## src/rtl/tl_phase_timer.sv

```systemverilog
// Phase-duration timer: prescaled ticks count down a green/yellow phase and end it with a one-cycle done_pulse.
// Optional TL_TIMER_HOLD_EN adds a hold input that freezes counting while in RUN.
module tl_phase_timer #(
    parameter int CLK_DIV      = 10,
    parameter int GREEN_TICKS  = 30,
    parameter int YELLOW_TICKS = 5,
    parameter int CNT_W        = 8,
    parameter int DIV_W        = 16
) (
    input  logic             clk,
    input  logic             rst,
    input  logic             timer_select,
`ifdef TL_TIMER_HOLD_EN
    input  logic             hold,
`endif
    output logic             done_pulse,
    output logic             tick,
    output logic [CNT_W-1:0] remaining
);

    localparam logic [1:0] ST_LOAD = 2'd0;
    localparam logic [1:0] ST_RUN  = 2'd1;
    localparam logic [1:0] ST_DONE = 2'd2;

    localparam logic [DIV_W-1:0] DIV_LAST  = DIV_W'(CLK_DIV - 1);
    localparam logic [CNT_W-1:0] GREEN_LD  = CNT_W'(GREEN_TICKS);
    localparam logic [CNT_W-1:0] YELLOW_LD = CNT_W'(YELLOW_TICKS);

    if (GREEN_TICKS < 1 || YELLOW_TICKS < 1 || CLK_DIV < 1) begin : g_bad_min
        $error("tl_phase_timer: GREEN_TICKS, YELLOW_TICKS and CLK_DIV must be >= 1");
    end
    if ((GREEN_TICKS >> CNT_W) != 0 || (YELLOW_TICKS >> CNT_W) != 0 ||
        ((CLK_DIV - 1) >> DIV_W) != 0) begin : g_bad_width
        $error("tl_phase_timer: parameter value exceeds its counter width");
    end

    logic [1:0]       state;
    logic [DIV_W-1:0] prescaler;
    logic [CNT_W-1:0] count;
    logic             run_en;

`ifdef TL_TIMER_HOLD_EN
    assign run_en = ~hold;
`else
    assign run_en = 1'b1;
`endif

    assign done_pulse = (state == ST_DONE);
    assign tick       = (state == ST_RUN) && run_en && (prescaler == DIV_LAST);
    assign remaining  = count;

    always_ff @(posedge clk) begin
        if (rst) begin
            state     <= ST_LOAD;
            prescaler <= '0;
            count     <= '0;
        end else begin
            case (state)
                ST_LOAD: begin
                    count     <= timer_select ? GREEN_LD : YELLOW_LD;
                    prescaler <= '0;
                    state     <= ST_RUN;
                end
                ST_RUN: begin
                    if (run_en) begin
                        if (prescaler == DIV_LAST) begin
                            prescaler <= '0;
                            // count is always >= 1 here; the guard keeps it from ever wrapping
                            if (count != '0) begin
                                count <= count - 1'b1;
                            end
                            if (count == CNT_W'(1)) begin
                                state <= ST_DONE;
                            end
                        end else begin
                            prescaler <= prescaler + 1'b1;
                        end
                    end
                end
                ST_DONE: begin
                    state <= ST_LOAD;
                end
                default: begin
                    state <= ST_LOAD;
                end
            endcase
        end
    end

endmodule
```

## config.mk

```make
export PLATFORM = sky130hd
export DESIGN_NAME = tl_phase_timer
export DESIGN_NICKNAME = d
export VERILOG_FILES = /design/src/rtl/tl_phase_timer.sv
export SDC_FILE = /design/constraint.sdc
export NUM_CORES = 1
export LEC_CHECK = 0
export BUFFER_PORTS_ARGS = -buffer_cell sky130_fd_sc_hd__buf_2
export CAP_MARGIN = 20
export CORE_MARGIN = 2
export CORE_UTILIZATION = 40
export DETAILED_ROUTE_END_ITERATION = 12
export GPL_TIMING_DRIVEN = 1
export HOLD_SLACK_MARGIN = 0.05
export PLACE_DENSITY_LB_ADDON = 0.08
export SYNTH_ARGS = -nofsm -noshare
export SYNTH_HDL_FRONTEND = slang
export SYNTH_SLANG_ARGS = --single-unit
export TNS_END_PERCENT = 1
```

## constraint.sdc

```tcl
create_clock -name clk -period 3.6 [get_ports clk]
set_input_delay 0.18 -clock clk [delete_from_list [all_inputs] [get_ports clk]]
set_output_delay 0.18 -clock clk [all_outputs]
set_load 0.01 [all_outputs]
```

==> PnR_summary.wiki <==
{| class="wikitable"
! Metric !! Value
|-
| Final-report setup violation count || 0
|-
| Cell type contributing the most total cell area after synthesis || dfxtp_1
|-
| Share of the synthesized area in the top cell type || 33.04%
|-
| Critical path fanouts, max || 24
|-
| Cell row count || 22
|-
| Startpoint types || flip-flop
|-
| Die boundary width || 66.76 microns
|-
| Max cap viols || 0
|-
| Critical path's slowest cell || nand4_1
|-
| Critical register-to-register path startpoint || prescaler[0]
|-
| Buffering stage count on the worst path with inverters included || 1
|-
| Number of global-route vias before repair || 1295
|-
| # resized after CTS || 0
|-
| Worst-case setup margin in the final layout || 1.071 ns
|-
| Async set or reset register ratio after synthesis || 0%
|-
| Clock latency of the later-clocked register in the worst-skew pair || 0.28 ns
|-
| CP Capture Type || primary output
|-
| Critical Setup Path Class || reg -> out
|-
| Final critical-path required period || 2.529 ns
|-
| Detailed-route via count || 1378
|-
| Maximum number of pins on one net before global-route repair || 25
|-
| Top cells by area, synth || dfxtp_1 (33%), a31oi_1 (6.0%), ha_1 (4.0%), nor4b_4 (3.0%), nand3_1 (2.9%)
|-
| WL per Instance || 15.78 microns
|-
| Final-stage net count || 191
|-
| Critical Path, Cell by Cell || ha_1, nor4b_4, nand4_1, nor2_1, buf_2
|-
| Proportion of layout cells with a drive suffix above 1 || 14.84%
|-
| Via count normalized by instance count || 5.991
|-
| Transition time of the tightest slew-check pin || 0.9228 ns
|-
| Final hold vios || 0
|-
| Clock tree skew after final layout || 0.002105 ns
|-
| VDD IR-drop max || 0.1497 mV
|-
| Status || complete, no violations
|-
| Synthesized instance count || 179
|-
| Family of cells with the greatest summed delay on the critical path || simple AND/OR/NAND/NOR gates
|-
| Leftover overflow at the end of global routing || 0
|-
| Number of standard cells in the layout, taps in and fillers out || 230
|-
| Initial detailed-routing violation count || 80
|-
| Final Cycle Share || 70.25%
|-
| Die height || 66.76 microns
|-
| Number of library cell types mapped by synthesis || 50
|-
| Leakage || 0.5889 nW
|-
| Clock root buffer master || clkbuf_8
|-
| # H-tree levels || 1
|-
| Final slew viol count || 0
|-
| Buffers inserted by post-CTS timing repair || 0
|-
| Cts bufs inserted || 3
|-
| Clk slew on worst S/H paths || 0.09 ns
|-
| Stage delay of the slowest cell on the critical path || 0.76 ns
|-
| Flop-to-flop setup slack || 1.24 ns
|-
| Area added between synthesis and finish || 6.672%
|-
| Clock tree from TritonCTS || done
|-
| Cell Count Post-Placement || 226
|-
| Power after layout || 612.4 uW
|-
| RSZ-0062 raised after global routing || no
|-
| Crit path required time || 3.42 ns
|-
| Synthesized flop and latch total || 26
|-
| Floorplan core area || 3716 sq um
|-
| Instance area at placement || 1625 sq um
|-
| Count of clock tree sinks || 26
|-
| Combined global-route utilization of all metal layers || 17.95%
|-
| Number of gates on the worst path with buffers counted || 5
|-
| Post-Synthesis Net Count || 187
|-
| Total negative setup slack || 0 ns
|-
| Fmax || 0.3954 GHz
|-
| Share of the yosys chip area belonging to registers || 33.04%
|-
| Number of fill cells || 387
|-
| Number of enable-type register cells in the synthesized netlist || 0
|-
| Detailed Routing Iterations Pass 1 || 4
|-
| Cell area after synthesis || 1575 sq um
|-
| Path class of the lowest-slack min-delay path || in -> reg
|-
| Die area || 4456 sq um
|-
| Routed WL || 3630 microns
|-
| Endpoint of the most critical register-to-register path || prescaler[3]
|-
| Ys Warns || 0
|-
| Worst-case headroom to the max-slew limit || 38.30%
|-
| Placement Setup Slack || 1.252 ns
|-
| Initial Utilization || 42.39%
|-
| CTS Hold Buffers Added || 0
|-
| Cell depth of the worst flop-to-flop path || 5
|-
| Most used flip-flop cell after synthesis || dfxtp_1
|-
| Endpoint of the worst setup timing path || tick
|-
| Antenna violations before repair || 0
|-
| Final Instance Area || 1680 sq um
|-
| Max Root-Sink Buffers || 2
|-
| Global-route wire length before repair || 6147 microns
|-
| Data arrival, critical path || 2.35 ns
|-
| Crit. Startpoint || prescaler[0]
|-
| Number of diodes || 0
|-
| Avg Synthesized Cell Area || 8.800 sq um
|-
| Antenna viol nets, final || 0
|-
| Top-Level Pins || 13
|-
| Weighted congestion reported at the end of routability-driven placement || 0.7594
|-
| Port buffer count || 12
|-
| Post-route DRC || 0
|-
| Detailed placement HPWL || 2572 microns
|-
| P per Cell Area || 364.5 nW/um^2
|}
## layout by cell type, fill, tap and decap left out, types with 2 or more instances in the layout
master | Yosys | final
a211oi_1 | 2 | 2
a21oi_1 | 6 | 6
a31oi_1 | 15 | 15
a41oi_1 | 3 | 3
and3_1 | 3 | 3
and4_1 | 4 | 4
buf_2 | 5 | 12
clkbuf_8 | 0 | 4
dfxtp_1 | 26 | 26
ha_1 | 5 | 5
inv_1 | 10 | 10
mux2i_1 | 3 | 3
nand2_1 | 7 | 7
nand2b_1 | 6 | 6
nand3_1 | 9 | 9
nand4_1 | 7 | 7
nor2_1 | 10 | 10
nor3_1 | 3 | 3
nor4b_1 | 2 | 2
nor4b_4 | 2 | 2
o211ai_1 | 2 | 2
o22ai_1 | 4 | 4
o31ai_1 | 4 | 4
o32ai_1 | 2 | 2
or2_2 | 2 | 2
or3_1 | 3 | 3
or4_1 | 3 | 3
or4b_1 | 2 | 2
## report_power, final
group	switching [mW]	internal, mW	leakage, nW
Combinational	0.0568	0.0453	0.349
Sequential	0.0168	0.299	0.211
Clock	0.0968	0.0981	0.0288
Total	0.170	0.442	0.589
## sequential cells by signal, indices dropped and copies added, names as in the netlist
register	flops
state	2
remaining	8
prescaler	16
## worst reg2reg max path, cell delays in order, from the launching register on
cell and delay (ns):
dfxtp_1 0.42, ha_1 0.19, nor4b_4 0.24, nand4_1 0.76, nand2_1 0.48, o21ai_0 0.15
## cell usage after synthesis, types with 3 or more instances
master	instances
and4_1	4
buf_2	5
nor3_1	3
nand4_1	7
nand2_1	7
inv_1	10
or3_1	3
ha_1	5
a21oi_1	6
a31oi_1	15
o22ai_1	4
nand2b_1	6
a41oi_1	3
and3_1	3
o31ai_1	4
dfxtp_1	26
or4_1	3
clkbuf_1	6
mux2i_1	3
nand3_1	9
nor2_1	10
## area by class of cell
type	count	area, sq um	share of cell area (%)
multi-input combinational	129	939.7	55.92
tap	48	60.06	3.574
inverter	10	37.54	2.234
clock buffer	4	55.05	3.276
timing repair buffer	13	67.56	4.021
sequential	26	520.5	30.98
## metrics by stage
stage,hold WS [ns],util [%]
floorplan,0.3918,-
global route,0.2604,45.22
global placement,0.4791,43.74
detailed placement,0.4748,43.74
CTS,0.2399,45.22
finish,0.2415,45.22
## cell families (layout without fill, tap and decap cells)
logic type | count (synthesis) | after routing | synth area share (%)
adder cells (fa/ha/maj) | 5 | 5 | 3.971
flip-flops | 26 | 26 | 33.04
XOR/XNOR | 2 | 2 | 1.112
AO/OA/AOI/OAI | 49 | 49 | 22.32
buffers and inverters | 24 | 27 | 7.307
multiplexers | 3 | 3 | 1.906
AND/OR/NAND/NOR | 70 | 70 | 30.34
## worst min-delay path by stage
stage	endpoint	slack, ns	cells after the start	start
2_1_floorplan	remaining[0]	0.39	2	timer_select
3_3_place_gp	prescaler[15]	0.48	1	prescaler[15]
3_5_place_dp	prescaler[15]	0.47	1	prescaler[15]
4_1_cts	prescaler[0]	0.24	2	rst
5_1_grt	prescaler[0]	0.26	2	rst
6_report	prescaler[0]	0.24	2	rst
## layer usage
layer	GRT usage, %	vias up	share of wire [%]
met5	0	-	0
met4	8.163	0	1.8
met3	2.196	5	3.1
met2	31.62	19	49
met1	21.57	655	46
li1	-	699	-
(Power assumes the default switching activity.)
